[config.mk]
export PLATFORM = sky130hd
export DESIGN_NAME = gf233_sqrt
export DESIGN_NICKNAME = d
export VERILOG_FILES = /design/src/rtl/gf233_pkg.sv /design/src/rtl/gf233_sq.sv /design/src/rtl/gf233_sq_chain.sv /design/src/rtl/gf233_sqrt.sv
export SDC_FILE = /design/constraint.sdc
export NUM_CORES = 1
export LEC_CHECK = 0
export CAP_MARGIN = 40
export CORE_AREA = 5 5 250 252
export CTS_CLUSTER_DIAMETER = 150
export DETAILED_ROUTE_END_ITERATION = 8
export DIE_AREA = 0 0 255 257
export GPL_TIMING_DRIVEN = 1
export PLACE_DENSITY_LB_ADDON = 0.15
export RECOVER_POWER = 50
export SYNTH_ARGS = -nofsm -noshare
export SYNTH_HDL_FRONTEND = slang
export SYNTH_HIERARCHICAL = 1
export SYNTH_SLANG_ARGS = --single-unit
[constraint.sdc]
create_clock -name clk -period 3.2 [get_ports clk]
set_input_delay 0.32 -clock clk [delete_from_list [all_inputs] [get_ports clk]]
set_output_delay 0.32 -clock clk [all_outputs]
set_load 0.05 [all_outputs]
[src/rtl/gf233_pkg.sv]
// rtl/gf233_pkg.sv - shared constants, state encoding and squaring helper for the GF(2^233) sqrt unit
package gf233_pkg;

    localparam int M              = 233;
    localparam int TAP_HI         = 233;
    localparam int TAP_MID        = 74;
    localparam int TAP_LO         = 0;
    localparam int SQ_PER_CYC_DEF = 8;

    typedef enum logic {
        ST_IDLE = 1'b0,
        ST_RUN  = 1'b1
    } state_t;

    function automatic bit sq_per_cyc_legal(input int n);
        return (n == 1) || (n == 2) || (n == 4) || (n == 8) || (n == 29);
    endfunction

    function automatic int iter_of(input int n);
        return (M - 1) / n;
    endfunction

    // Spread a into even bit positions, then fold x^k (k >= 233) onto x^(k-159) + x^(k-233),
    // walking downwards so the second-level overflow above x^232 is folded again.
    function automatic logic [M-1:0] gf_sq(input logic [M-1:0] a);
        logic [2*M-2:0] c;
        c = '0;
        for (int i = 0; i < M; i++) begin
            c[2*i] = a[i];
        end
        for (int k = 2*M-2; k >= TAP_HI; k--) begin
            if (c[k]) begin
                c[k - TAP_HI + TAP_MID] = ~c[k - TAP_HI + TAP_MID];
                c[k - TAP_HI + TAP_LO]  = ~c[k - TAP_HI + TAP_LO];
                c[k]                    = 1'b0;
            end
        end
        return c[M-1:0];
    endfunction

endpackage

[src/rtl/gf233_sq.sv]
// rtl/gf233_sq.sv - single combinational squaring mod x^233 + x^74 + 1
module gf233_sq
    import gf233_pkg::*;
(
    input  logic [M-1:0] i_din,
    output logic [M-1:0] o_dout
);

    assign o_dout = gf_sq(i_din);

endmodule

[src/rtl/gf233_sq_chain.sv]
// rtl/gf233_sq_chain.sv - N squaring blocks in series, computes din^(2^N)
module gf233_sq_chain
    import gf233_pkg::*;
#(
    parameter int N = SQ_PER_CYC_DEF
)
(
    input  logic [M-1:0] i_din,
    output logic [M-1:0] o_dout
);

    logic [M-1:0] w_stage [0:N];

    assign w_stage[0] = i_din;

    for (genvar g = 0; g < N; g++) begin : g_sq
        gf233_sq u_sq (
            .i_din  (w_stage[g]),
            .o_dout (w_stage[g+1])
        );
    end

    assign o_dout = w_stage[N];

endmodule

[src/rtl/gf233_sqrt.sv]
// rtl/gf233_sqrt.sv - multi-cycle square root over GF(2^233) as a^(2^232) with start/done handshake
module gf233_sqrt
    import gf233_pkg::*;
#(
    parameter int SQ_PER_CYC = SQ_PER_CYC_DEF
)
(
    input  logic         clk,
    input  logic         rst,
    input  logic         start,
    input  logic [M-1:0] din,
    output logic         busy,
    output logic         done,
    output logic [M-1:0] dout
);

    localparam int ITER = iter_of(SQ_PER_CYC);
    localparam int CW   = (ITER > 1) ? $clog2(ITER) : 1;

    if (!sq_per_cyc_legal(SQ_PER_CYC)) begin : g_bad_param
        $error("gf233_sqrt: SQ_PER_CYC must be one of 1, 2, 4, 8, 29");
    end

    state_t          r_state;
    state_t          w_state_nxt;
    logic [M-1:0]    r_acc;
    logic [M-1:0]    w_acc_nxt;
    logic [M-1:0]    w_acc_sq;
    logic [M-1:0]    r_dout;
    logic [M-1:0]    w_dout_nxt;
    logic [CW-1:0]   r_cnt;
    logic [CW-1:0]   w_cnt_nxt;
    logic            r_busy;
    logic            w_busy_nxt;
    logic            r_done;
    logic            w_done_nxt;
    logic            w_last;

    gf233_sq_chain #(.N(SQ_PER_CYC)) u_chain (
        .i_din  (r_acc),
        .o_dout (w_acc_sq)
    );

    assign w_last = (r_cnt == CW'(ITER - 1));

    always_ff @(posedge clk) begin
        if (rst) begin
            r_state <= ST_IDLE;
        end else begin
            r_state <= w_state_nxt;
        end
    end

    always_comb begin
        w_state_nxt = r_state;
        case (r_state)
            ST_IDLE: if (start)  w_state_nxt = ST_RUN;
            ST_RUN:  if (w_last) w_state_nxt = ST_IDLE;
            default:             w_state_nxt = ST_IDLE;
        endcase
    end

    // done defaults low so it is a single-cycle pulse on the completion edge only
    always_comb begin
        w_acc_nxt  = r_acc;
        w_cnt_nxt  = r_cnt;
        w_dout_nxt = r_dout;
        w_busy_nxt = r_busy;
        w_done_nxt = 1'b0;
        case (r_state)
            ST_IDLE: begin
                if (start) begin
                    w_acc_nxt  = din;
                    w_cnt_nxt  = '0;
                    w_busy_nxt = 1'b1;
                end
            end
            ST_RUN: begin
                w_acc_nxt = w_acc_sq;
                if (w_last) begin
                    w_cnt_nxt  = '0;
                    w_dout_nxt = w_acc_sq;
                    w_done_nxt = 1'b1;
                    w_busy_nxt = 1'b0;
                end else begin
                    w_cnt_nxt = r_cnt + CW'(1);
                end
            end
            default: begin
                w_busy_nxt = 1'b0;
            end
        endcase
    end

    always_ff @(posedge clk) begin
        if (rst) begin
            r_acc  <= '0;
            r_cnt  <= '0;
            r_dout <= '0;
            r_busy <= 1'b0;
            r_done <= 1'b0;
        end else begin
            r_acc  <= w_acc_nxt;
            r_cnt  <= w_cnt_nxt;
            r_dout <= w_dout_nxt;
            r_busy <= w_busy_nxt;
            r_done <= w_done_nxt;
        end
    end

    assign busy = r_busy;
    assign done = r_done;
    assign dout = r_dout;

endmodule

After elaboration in Yosys (flattened, before gate mapping)

Cells that the tools add are included.

Muxes and demuxes: 2164
Eq/ne operators: 3
Reduce and logical (&&, ||, !) cells: 3
Bitwise logic cells: 1225
$add $sub $neg: 1

Operators with widths:

| kind                                                                    | count |
|---|---|
| 1-bit 2-to-1 mux                                                        | 2157 |
| 1-bit inverter                                                          | 1225 |
| 233-bit case mux with 2 select lines                                    | 1 |
| 233-bit 2-to-1 mux                                                      | 1 |
| 5-bit 2-to-1 mux                                                        | 2 |
| 5-bit case mux with 2 select lines                                      | 1 |
| 5-bit by 1-bit adder with 5-bit output, second input constant           | 1 |
| 5-bit == test, second input constant                                    | 1 |
| 1-bit case mux with 2 select lines                                      | 2 |
| 2-bit AND reduction                                                     | 2 |
| 2-bit by 1-bit inequality test with 1-bit output, second input constant | 1 |
| 2-bit inequality test, second input constant                            | 1 |
| 2-bit OR reduction                                                      | 1 |

Input port bits: 236
Flip-flop bits (word level): 474

Longest topological paths before layout

Gate-level depths: netlist of run 1.

Depth after elaboration: 23
Depth in mapped cells: 10
Gate-level depth less buffers: 10

By module

Netlist of run 1, hierarchy kept.

By module, submodules not included:

| module     | times used | seq. area each (um^2) | cells each | area an instance (um^2) |
|---|---|---|---|---|
| gf233_sqrt | 1          | 9489.1                | 1571       | 18293.8 |
| gf233_sq   | 8          | 0.0                   | 233        | 1940.6 |

Worst setup path before layout of run 1

Ideal clock, no wire load.

Path type: reg-to-reg
Start point: register r_acc[226]
End point: register r_dout[132] (netlist: dout[132])
Cell stages (with the launch flop): 10
Setup time: 117 ps
Buffers on the path: 0
Arrival time: 2789 ps
Path slack: 294 ps
Data required time: 3083 ps
Cell sequence: dfxtp_1 > xor2_1 > xor2_1 > xor2_1 > xor2_1 > xor2_1 > xor2_1 > xor2_1 > xor2_1 > a22o_1

RTL lines:

| what                   | RTL line          | text |
|---|---|---|
| from (decl)            | gf233_sqrt.sv:26  | `logic [M-1:0] r_acc;` |
| from (signal assigned) | gf233_sqrt.sv:103 | `r_acc <= w_acc_nxt;` |
| to (signal assigned)   | gf233_sqrt.sv:105 | `r_dout <= w_dout_nxt;` |
| to (decl)              | gf233_sqrt.sv:29  | `logic [M-1:0] r_dout;` |

==> results of run 1 <==
## through the flow
step	hold WS (ns)	area, um2	cells
6_report	0.166	45700	5049
5_1_grt	0.201	45700	5047
4_1_cts	0.169	44200	5016
3_5_place_dp	0.453	41800	4915
3_3_place_gp	0.451	41800	4912
2_1_floorplan	0.462	33800	3435
## cell usage in the layout, fill, tap and decap left out, types with 4 or more instances in the layout
cell	count
sky130_fd_sc_hd__a22o_1	233
sky130_fd_sc_hd__buf_12	22
sky130_fd_sc_hd__buf_4	1018
sky130_fd_sc_hd__bufinv_16	5
sky130_fd_sc_hd__clkbuf_1	9
sky130_fd_sc_hd__clkbuf_16	53
sky130_fd_sc_hd__clkbuf_8	8
sky130_fd_sc_hd__clkdlybuf4s50_1	468
sky130_fd_sc_hd__clkinv_2	7
sky130_fd_sc_hd__clkinvlp_4	4
sky130_fd_sc_hd__dfxtp_1	421
sky130_fd_sc_hd__dfxtp_2	38
sky130_fd_sc_hd__dfxtp_4	15
sky130_fd_sc_hd__mux2_2	233
sky130_fd_sc_hd__mux2i_1	233
sky130_fd_sc_hd__nor2_1	234
sky130_fd_sc_hd__xor2_1	1024
sky130_fd_sc_hd__xor2_2	180
sky130_fd_sc_hd__xor2_4	20
## routing by layer
metal,up-vias,wire [um],global-route usage [%]
met2,2239,69100,70.3
met1,14060,62100,60.8
li1,12049,-,-
met4,4,17300,35.7
met5,-,23,0
met3,640,22100,17.0
## area by class of cell
class	count	area, um2	share of cell area (%)
Antenna cell	2	5.00	0.0110
Clock buffer	69	1460	3.19
Clock inverter	22	268	0.586
Inverter	2	7.51	0.0164
Multi-Input combinational cell	2186	20600	45.0
Sequential cell	474	9590	21.0
Tap cell	782	978	2.14
Timing Repair Buffer	1512	12800	28.1
## logic make-up (layout without fill, tap and decap cells)
kind of cell,after synthesis,after routing,share of synthesized area (%)
compound gates,241,241,6.21
mux,466,466,14.7
fa+ha+maj,2,2,0.0740
other cells,0,2,0
simple gates,253,253,2.96
buf+inv,775,1605,16.3
flops,474,474,28.1
xor+xnor,1224,1224,31.7
## state kept, by name, summed over array words and instances (netlist names)
| name | cells |
|---|---|
| dout | 233 |
| r_acc | 233 |
| r_cnt | 5 |
| busy | 1 |
| done | 1 |
| r_state | 1 |
## cell usage after synthesis (2+ instances only)
library cell | n | area (um2)
sky130_fd_sc_hd__xor2_1 | 1224 | 10700
sky130_fd_sc_hd__buf_4 | 667 | 5010
sky130_fd_sc_hd__dfxtp_1 | 474 | 9490
sky130_fd_sc_hd__nor2_1 | 235 | 882
sky130_fd_sc_hd__a22o_1 | 233 | 2040
sky130_fd_sc_hd__mux2_2 | 233 | 2620
sky130_fd_sc_hd__mux2i_1 | 233 | 2330
sky130_fd_sc_hd__buf_2 | 67 | 335
sky130_fd_sc_hd__clkbuf_1 | 35 | 131
sky130_fd_sc_hd__buf_6 | 4 | 45.0
sky130_fd_sc_hd__a21oi_1 | 3 | 15.0
sky130_fd_sc_hd__nand2_1 | 3 | 11.3
sky130_fd_sc_hd__nand3_1 | 3 | 15.0
sky130_fd_sc_hd__a31oi_1 | 2 | 12.5
sky130_fd_sc_hd__ha_1 | 2 | 25.0
sky130_fd_sc_hd__inv_1 | 2 | 7.51
sky130_fd_sc_hd__nand3b_1 | 2 | 15.0
sky130_fd_sc_hd__nand4_1 | 2 | 12.5
sky130_fd_sc_hd__nand4b_1 | 2 | 17.5
sky130_fd_sc_hd__nor2b_1 | 2 | 12.5
## what timing repair did
action | 4_1_cts | 5_1_grt
endpoints found under the hold margin | 0 | 0
buffers inserted | 10 | 32
endpoints found under the setup margin | 248 | 254
resized for setup | 99 | 190
pin swaps | 16 | 72
## worst max-delay path by stage
stage | end | slack [ns]
6_report | r_acc[125]$_SDFFE_PP0P_ | -0.11
5_1_grt | r_acc[4]$_SDFFE_PP0P_ | -0.12
3_3_place_gp | dout[217]$_SDFFE_PP0P_ | -0.68
4_1_cts | r_acc[36]$_SDFFE_PP0P_ | -0.008
3_5_place_dp | r_acc[125]$_SDFFE_PP0P_ | -0.61
2_1_floorplan | dout[132]$_SDFFE_PP0P_ | 0.29
==> impl_table.tex, run 1 <==
\begin{tabular}{lr}
\hline
Metric & Value \\
\hline
\multicolumn{2}{l}{\textbf{Placement}} \\
\quad Pre-CTS setup slack & -0.607 ns \\
\quad Count of input and output buffers & 470 \\
\quad Placed wire-length estimate & between 100000 and 150000 um \\
\quad Final weighted congestion in routability-driven placement & approximately 1.3 \\
\multicolumn{2}{l}{\textbf{Detailed routing}} \\
\quad Avg Vias per Cell & roughly 5.7 \\
\quad Antenna violation net count after detailed routing & 0 \\
\quad DRC violation count after routing & 0 \\
\quad Via count of the routed design & 28992 \\
\quad Number of optimization iterations in the first detailed-route pass & 7 \\
\quad Detailed Route Iter0 Violations & 3758 \\
\quad Post-detailed-routing wire length & around 170000 um \\
\quad Average wire length per cell after detail routing & between 30 and 40 um \\
\multicolumn{2}{l}{\textbf{Worst setup path}} \\
\quad Data arrival at the endpoint of the critical path & $\sim$3.8 ns \\
\quad Number of buffer and inverter stages on the critical path & 6 \\
\quad Crit. path cell count & 14 \\
\quad Kind of capture point of the worst setup path & register \\
\quad CP max FO & 2 \\
\quad Cells along the critical path & buf\_12, xor2\_1, buf\_4, buf\_4, xor2\_1, buf\_4, xor2\_1, xor2\_1, buf\_4, xor2\_1, buf\_4, xor2\_2, mux2i\_1, nor2\_4 \\
\quad Endpoint of the most critical register-to-register path & r\_acc[125]\$\_SDFFE\_PP0P\_ \\
\quad Slowest stage cell, crit path & sky130\_fd\_sc\_hd\_\_xor2\_1 \\
\quad Delay of the slowest critical-path stage & about 0.36 ns \\
\quad Category of the most critical setup path & reg2reg \\
\quad Worst reg2reg startpoint & r\_acc[184]\$\_SDFFE\_PP0P\_ \\
\quad Reg2reg path depth & 14 \\
\quad Data required, critical path & roughly 3.7 ns \\
\quad R2R Setup Slk & -0.11 ns \\
\quad Nature of the critical path startpoint & register \\
\quad CP top delay family & XOR/XNOR gates \\
\quad Startpoint of the worst setup timing path & r\_acc[184]\$\_SDFFE\_PP0P\_ \\
\multicolumn{2}{l}{\textbf{Timing}} \\
\quad Maximum frequency from static timing analysis & 302 MHz \\
\quad Skew final & 0.0288 ns \\
\quad Setup TNS after final layout & -0.775 ns \\
\quad Worst slew slack as a fraction of its limit & just under 30\% \\
\quad Max-slew violation total from the final report & 0 \\
\quad Slew at the pin with the worst max-slew slack & 1.05 ns \\
\quad Setup ws final & -0.112 ns \\
\quad Final period util & 103\% \\
\quad Unrepaired setup endpoints after global routing & yes \\
\quad Total of endpoints with negative setup slack in the final report & 22 \\
\quad Final Hold Viols & 0 \\
\quad Minimum clock period after layout & about 3.3 ns \\
\multicolumn{2}{l}{\textbf{Global route}} \\
\quad Global route overflow & 0 \\
\quad Maximum number of pins on one net before global-route repair & between 100 and 150 \\
\quad Initial antenna violation count & 5 \\
\quad All-Layer GR Usage & 49.1\% \\
\quad Via count of the first global-routing pass & 28724 \\
\quad Global-route wire length before repair & roughly 230000 um \\
\multicolumn{2}{l}{\textbf{Final layout}} \\
\quad Area delta synth->final & 35.1\% \\
\quad Fraction of final layout cells with drive strength greater than 1 & 37.9\% \\
\quad NumNets Final & 4465 \\
\quad \# fillers & about 4000 \\
\quad Final core occ & 76.3\% \\
\multicolumn{2}{l}{\textbf{Run}} \\
\quad Count of maximum capacitance violations & 0 \\
\multicolumn{2}{l}{\textbf{Synth}} \\
\quad Async SR Flop Fraction & 0\% \\
\quad Syn nets & 3673 \\
\quad Avg Cell Area, Syn & between 9 and 10 um2 \\
\quad Syn. warnings & 6 \\
\quad Number of enable-type register cells in the synthesized netlist & 0 \\
\quad Most used flip-flop cell after synthesis & sky130\_fd\_sc\_hd\_\_dfxtp\_1 \\
\quad Fraction of the yosys area taken by sequential cells & 28.1\% \\
\quad Post-synthesis instance area & around 34000 um2 \\
\quad Count of mapped cells out of synthesis & approximately 3400 \\
\quad Number of library cell types mapped by synthesis & 27 \\
\quad Flops \& latches, synth & $\sim$470 \\
\multicolumn{2}{l}{\textbf{Die}} \\
\quad Width of the chip & 255 um \\
\quad Standard-cell rows & 90 \\
\quad Die outline height & $\sim$260 um \\
\quad Core area & about 60000 um2 \\
\quad Starting density of the core & $\sim$56\% \\
\quad Top-level I/O count & approximately 470 \\
\quad Die Outline Area & roughly 66000 um2 \\
\multicolumn{2}{l}{\textbf{Hold path}} \\
\quad Worst hold path cell count & 2 \\
\quad Hold endpoint & r\_acc[206]\$\_SDFFE\_PP0P\_ \\
\quad Worst min-delay path class & in2reg \\
\quad Source of the worst hold timing path & rst \\
\multicolumn{2}{l}{\textbf{Clock network}} \\
\quad Clock-pin slew of the registers on the worst-case setup and hold paths & around 0.07 ns \\
\quad Total number of H-tree levels & 2 \\
\quad Hold-fix buffers at CTS & 0 \\
\quad Clock insertion delay at the later pin of the skew report & about 0.63 ns \\
\quad Root buffer selected by CTS & sky130\_fd\_sc\_hd\_\_clkbuf\_16 \\
\quad TritonCTS buffer count & between 50 and 60 \\
\quad CTS tree & done \\
\quad Maximum root-to-sink buffer count & 3 \\
\quad Clock tree sinks & between 400 and 500 \\
\multicolumn{2}{l}{\textbf{Outcome}} \\
\quad Failing checks & negative setup slack \\
\quad Result of the run & finished with violations \\
\hline
\end{tabular}
Power of run 1 is not shown: default switching activity piles up to over one toggle a cycle in this logic, so the estimate is an artifact.
==> run 2, diff against run 1 <==
--- a/config.mk
+++ b/config.mk
@@ -11,6 +11,7 @@
 export DETAILED_ROUTE_END_ITERATION = 8
 export DIE_AREA = 0 0 255 257
 export GPL_TIMING_DRIVEN = 1
+export MAX_ROUTING_LAYER = met4
 export PLACE_DENSITY_LB_ADDON = 0.15
 export RECOVER_POWER = 50
 export SYNTH_ARGS = -nofsm -noshare
==> impl_table.tex, run 2 (synthesis results as in run 1) <==
\begin{tabular}{lr}
\hline
Metric & Value \\
\hline
\multicolumn{2}{l}{\textbf{Outcome}} \\
\quad Result of the run & finished with violations \\
\quad Failing checks & max-capacitance violations, max-slew violations, negative setup slack \\
\multicolumn{2}{l}{\textbf{Timing}} \\
\quad Final period util & 105\% (+1.6 points) \\
\quad Unrepaired setup endpoints after global routing & yes \\
\quad Final Hold Viols & 0 (unchanged) \\
\quad Maximum frequency from static timing analysis & 297 MHz (-1.5\%) \\
\quad Max-slew violation total from the final report & 261 (+261) \\
\quad Worst slew slack as a fraction of its limit & -21.6\% (-51 points) \\
\quad Minimum clock period after layout & 3.36 ns (+0.0519 ns) \\
\quad Slew at the pin with the worst max-slew slack & 1.82 ns (+0.770 ns) \\
\quad Total of endpoints with negative setup slack in the final report & 20 (-9.1\%) \\
\quad Setup ws final & -0.164 ns (-0.0519 ns) \\
\quad Skew final & 0.0138 ns (-0.0150 ns) \\
\multicolumn{2}{l}{\textbf{Clock network}} \\
\quad Clock insertion delay at the later pin of the skew report & 0.61 ns (-0.02 ns) \\
\quad CTS tree & done \\
\quad Clock-pin slew of the registers on the worst-case setup and hold paths & 0.06 ns (about the same) \\
\quad Total number of H-tree levels & 2 (unchanged) \\
\quad Clock tree sinks & 474 (unchanged) \\
\quad Root buffer selected by CTS & sky130\_fd\_sc\_hd\_\_clkbuf\_16 \\
\quad Hold-fix buffers at CTS & 0 (unchanged) \\
\quad Maximum root-to-sink buffer count & 3 (unchanged) \\
\quad TritonCTS buffer count & 52 (+2.0\%) \\
\multicolumn{2}{l}{\textbf{Placement}} \\
\quad Final weighted congestion in routability-driven placement & 1.25 (-0.33\%) \\
\quad Placed standard-cell area & 41300 um2 (-1.2\%) \\
\quad Placed wire-length estimate & 136000 um (-2.8\%) \\
\quad Count of input and output buffers & 470 (unchanged) \\
\quad Cell Count Post-Placement & 4858 (-1.2\%) \\
\multicolumn{2}{l}{\textbf{Die}} \\
\quad Die Outline Area & 65500 um2 (unchanged) \\
\quad Core area & 59900 um2 (unchanged) \\
\quad Top-level I/O count & 471 (unchanged) \\
\quad Standard-cell rows & 90 (unchanged) \\
\quad Die outline height & 257 um (unchanged) \\
\quad Starting density of the core & 56.5\% (unchanged) \\
\quad Width of the chip & 255 um (unchanged) \\
\multicolumn{2}{l}{\textbf{Final layout}} \\
\quad Commonest cells after routing, fill and taps aside & sky130\_fd\_sc\_hd\_\_xor2\_1 (1044), sky130\_fd\_sc\_hd\_\_buf\_4 (974), sky130\_fd\_sc\_hd\_\_dfxtp\_1 (408), sky130\_fd\_sc\_hd\_\_dlygate4sd3\_1 (235) \\
\quad Fraction of final layout cells with drive strength greater than 1 & 37.0\% (-0.89 points) \\
\quad NumNets Final & 4415 (-1.1\%) \\
\quad Design area & 45200 um2 (-1.2\%) \\
\quad Most common library cell in the layout ignoring fill and taps & sky130\_fd\_sc\_hd\_\_xor2\_1 \\
\quad Area delta synth->final & 33.5\% \\
\quad Filler-free cell count of the finished design & 5004 (-0.89\%) \\
\multicolumn{2}{l}{\textbf{Global route}} \\
\quad Initial antenna violation count & 8 (+3) \\
\quad Via count of the first global-routing pass & 28369 (-1.2\%) \\
\quad Global-route wire length before repair & 219000 um (-2.8\%) \\
\quad Global route overflow & 0 (unchanged) \\
\quad Maximum number of pins on one net before global-route repair & 135 (+8.0\%) \\
\quad All-Layer GR Usage & 48.9\% (-0.15 points) \\
\multicolumn{2}{l}{\textbf{Worst setup path}} \\
\quad Category of the most critical setup path & reg2reg \\
\quad Reg2reg path depth & 11 (-3) \\
\quad Kind of capture point of the worst setup path & register \\
\quad Data arrival at the endpoint of the critical path & 3.90 ns (+0.08 ns) \\
\quad Data required, critical path & 3.74 ns (+0.03 ns) \\
\quad CP max FO & 2 (unchanged) \\
\quad Nature of the critical path startpoint & register \\
\multicolumn{2}{l}{\textbf{Detailed routing}} \\
\quad Avg Vias per Cell & 5.72 (-0.46\%) \\
\quad DRC violation count after routing & 0 (unchanged) \\
\quad Average wire length per cell after detail routing & 33.0 um (-2.5\%) \\
\quad Number of optimization iterations in the first detailed-route pass & 6 (-1) \\
\quad Detailed Route Iter0 Violations & 3811 (+1.4\%) \\
\quad Post-detailed-routing wire length & 165000 um (-3.3\%) \\
\quad Antenna violation net count after detailed routing & 0 (unchanged) \\
\quad Via count of the routed design & 28602 (-1.3\%) \\
\multicolumn{2}{l}{\textbf{Hold path}} \\
\quad Worst hold path cell count & 2 (unchanged) \\
\quad Worst min-delay path class & in2reg \\
\multicolumn{2}{l}{\textbf{Run}} \\
\quad Count of maximum capacitance violations & 2 (+2) \\
\hline
\end{tabular}
==> run 2: cell types whose count changed in the layout (fill, tap and decap cells not counted), moves of 4 or more <==
| cell | delta |
|---|---|
| sky130_fd_sc_hd__clkdlybuf4s50_1 | -235 |
| sky130_fd_sc_hd__dlygate4sd3_1 | +235 |
| sky130_fd_sc_hd__buf_4 | -44 |
| sky130_fd_sc_hd__xor2_1 | +20 |
| sky130_fd_sc_hd__xor2_2 | -17 |
| sky130_fd_sc_hd__dfxtp_1 | -13 |
| sky130_fd_sc_hd__dfxtp_2 | +13 |
| sky130_fd_sc_hd__buf_12 | -9 |
| sky130_fd_sc_hd__bufinv_16 | +5 |
| sky130_fd_sc_hd__diode_2 | +4 |
==> run 2: final timing paths <==
check | to | start | slack, ns
max | r_acc[95]$_SDFFE_PP0P_ | r_acc[168]$_SDFFE_PP0P_ | -0.16
min | r_acc[129]$_SDFFE_PP0P_ | rst | 0.19
max reg2reg | r_acc[95]$_SDFFE_PP0P_ | r_acc[168]$_SDFFE_PP0P_ | -0.16
min reg2reg | busy$_SDFFE_PP0P_ | busy$_SDFFE_PP0P_ | 0.46
==> run 2: stage by stage <==
| stage | hold WS (ns) | setup slack [ns] | util (%) | TNS, ns |
|---|---|---|---|---|
| final | 0.186 | -0.164 | 75.4 | -0.797 |
| after global routing | 0.209 | -0.0536 | 75.4 | -0.438 |
| after CTS | 0.165 | -0.0117 | 73.2 | -0.0228 |
| after detailed placement | 0.453 | -0.770 | 68.9 | -26.03 |
| after global placement | 0.448 | -0.786 | 68.9 | -22.82 |
| after floorplan | 0.462 | 0.294 | - | 0 |
==> run 2: repair_timing <==
action / CTS / global route
buffers inserted: 15 / 32
resized for setup: 105 / 177
setup endpoints to repair: 209 / 237
pin swaps: 11 / 59
==> run 2: critical path: stages (launching register included) <==
cell	delay, ns
sky130_fd_sc_hd__dfxtp_2	0.45
sky130_fd_sc_hd__xor2_2	0.28
sky130_fd_sc_hd__xor2_2	0.30
sky130_fd_sc_hd__xor2_1	0.38
sky130_fd_sc_hd__xor2_2	0.25
sky130_fd_sc_hd__xor2_1	0.32
sky130_fd_sc_hd__xor2_1	0.31
sky130_fd_sc_hd__buf_4	0.24
sky130_fd_sc_hd__xor2_2	0.27
sky130_fd_sc_hd__xor2_1	0.25
sky130_fd_sc_hd__mux2i_1	0.12
sky130_fd_sc_hd__nor2_1	0.12
==> run 2: layout make-up <==
type,count,area [um2]
antenna,6,15.0
fill,4207,14800
inverter,2,7.51
clock inverter,21,368
timing repair buffer,1461,12300
clock buffer,72,1480
sequential,474,9610
multi-input combinational,2186,20400
tap,782,978
==> run 2: layer usage <==
layer | share of wire (%) | track usage [%] | routed length, um
met2 | 42 | 68.8 | 68500
met4 | 9.3 | 33.4 | 15300
met5 | 0 | - | 0
met3 | 12 | 12.6 | 19500
met1 | 37 | 61.2 | 61700
Power of run 2 is left out for the same reason.
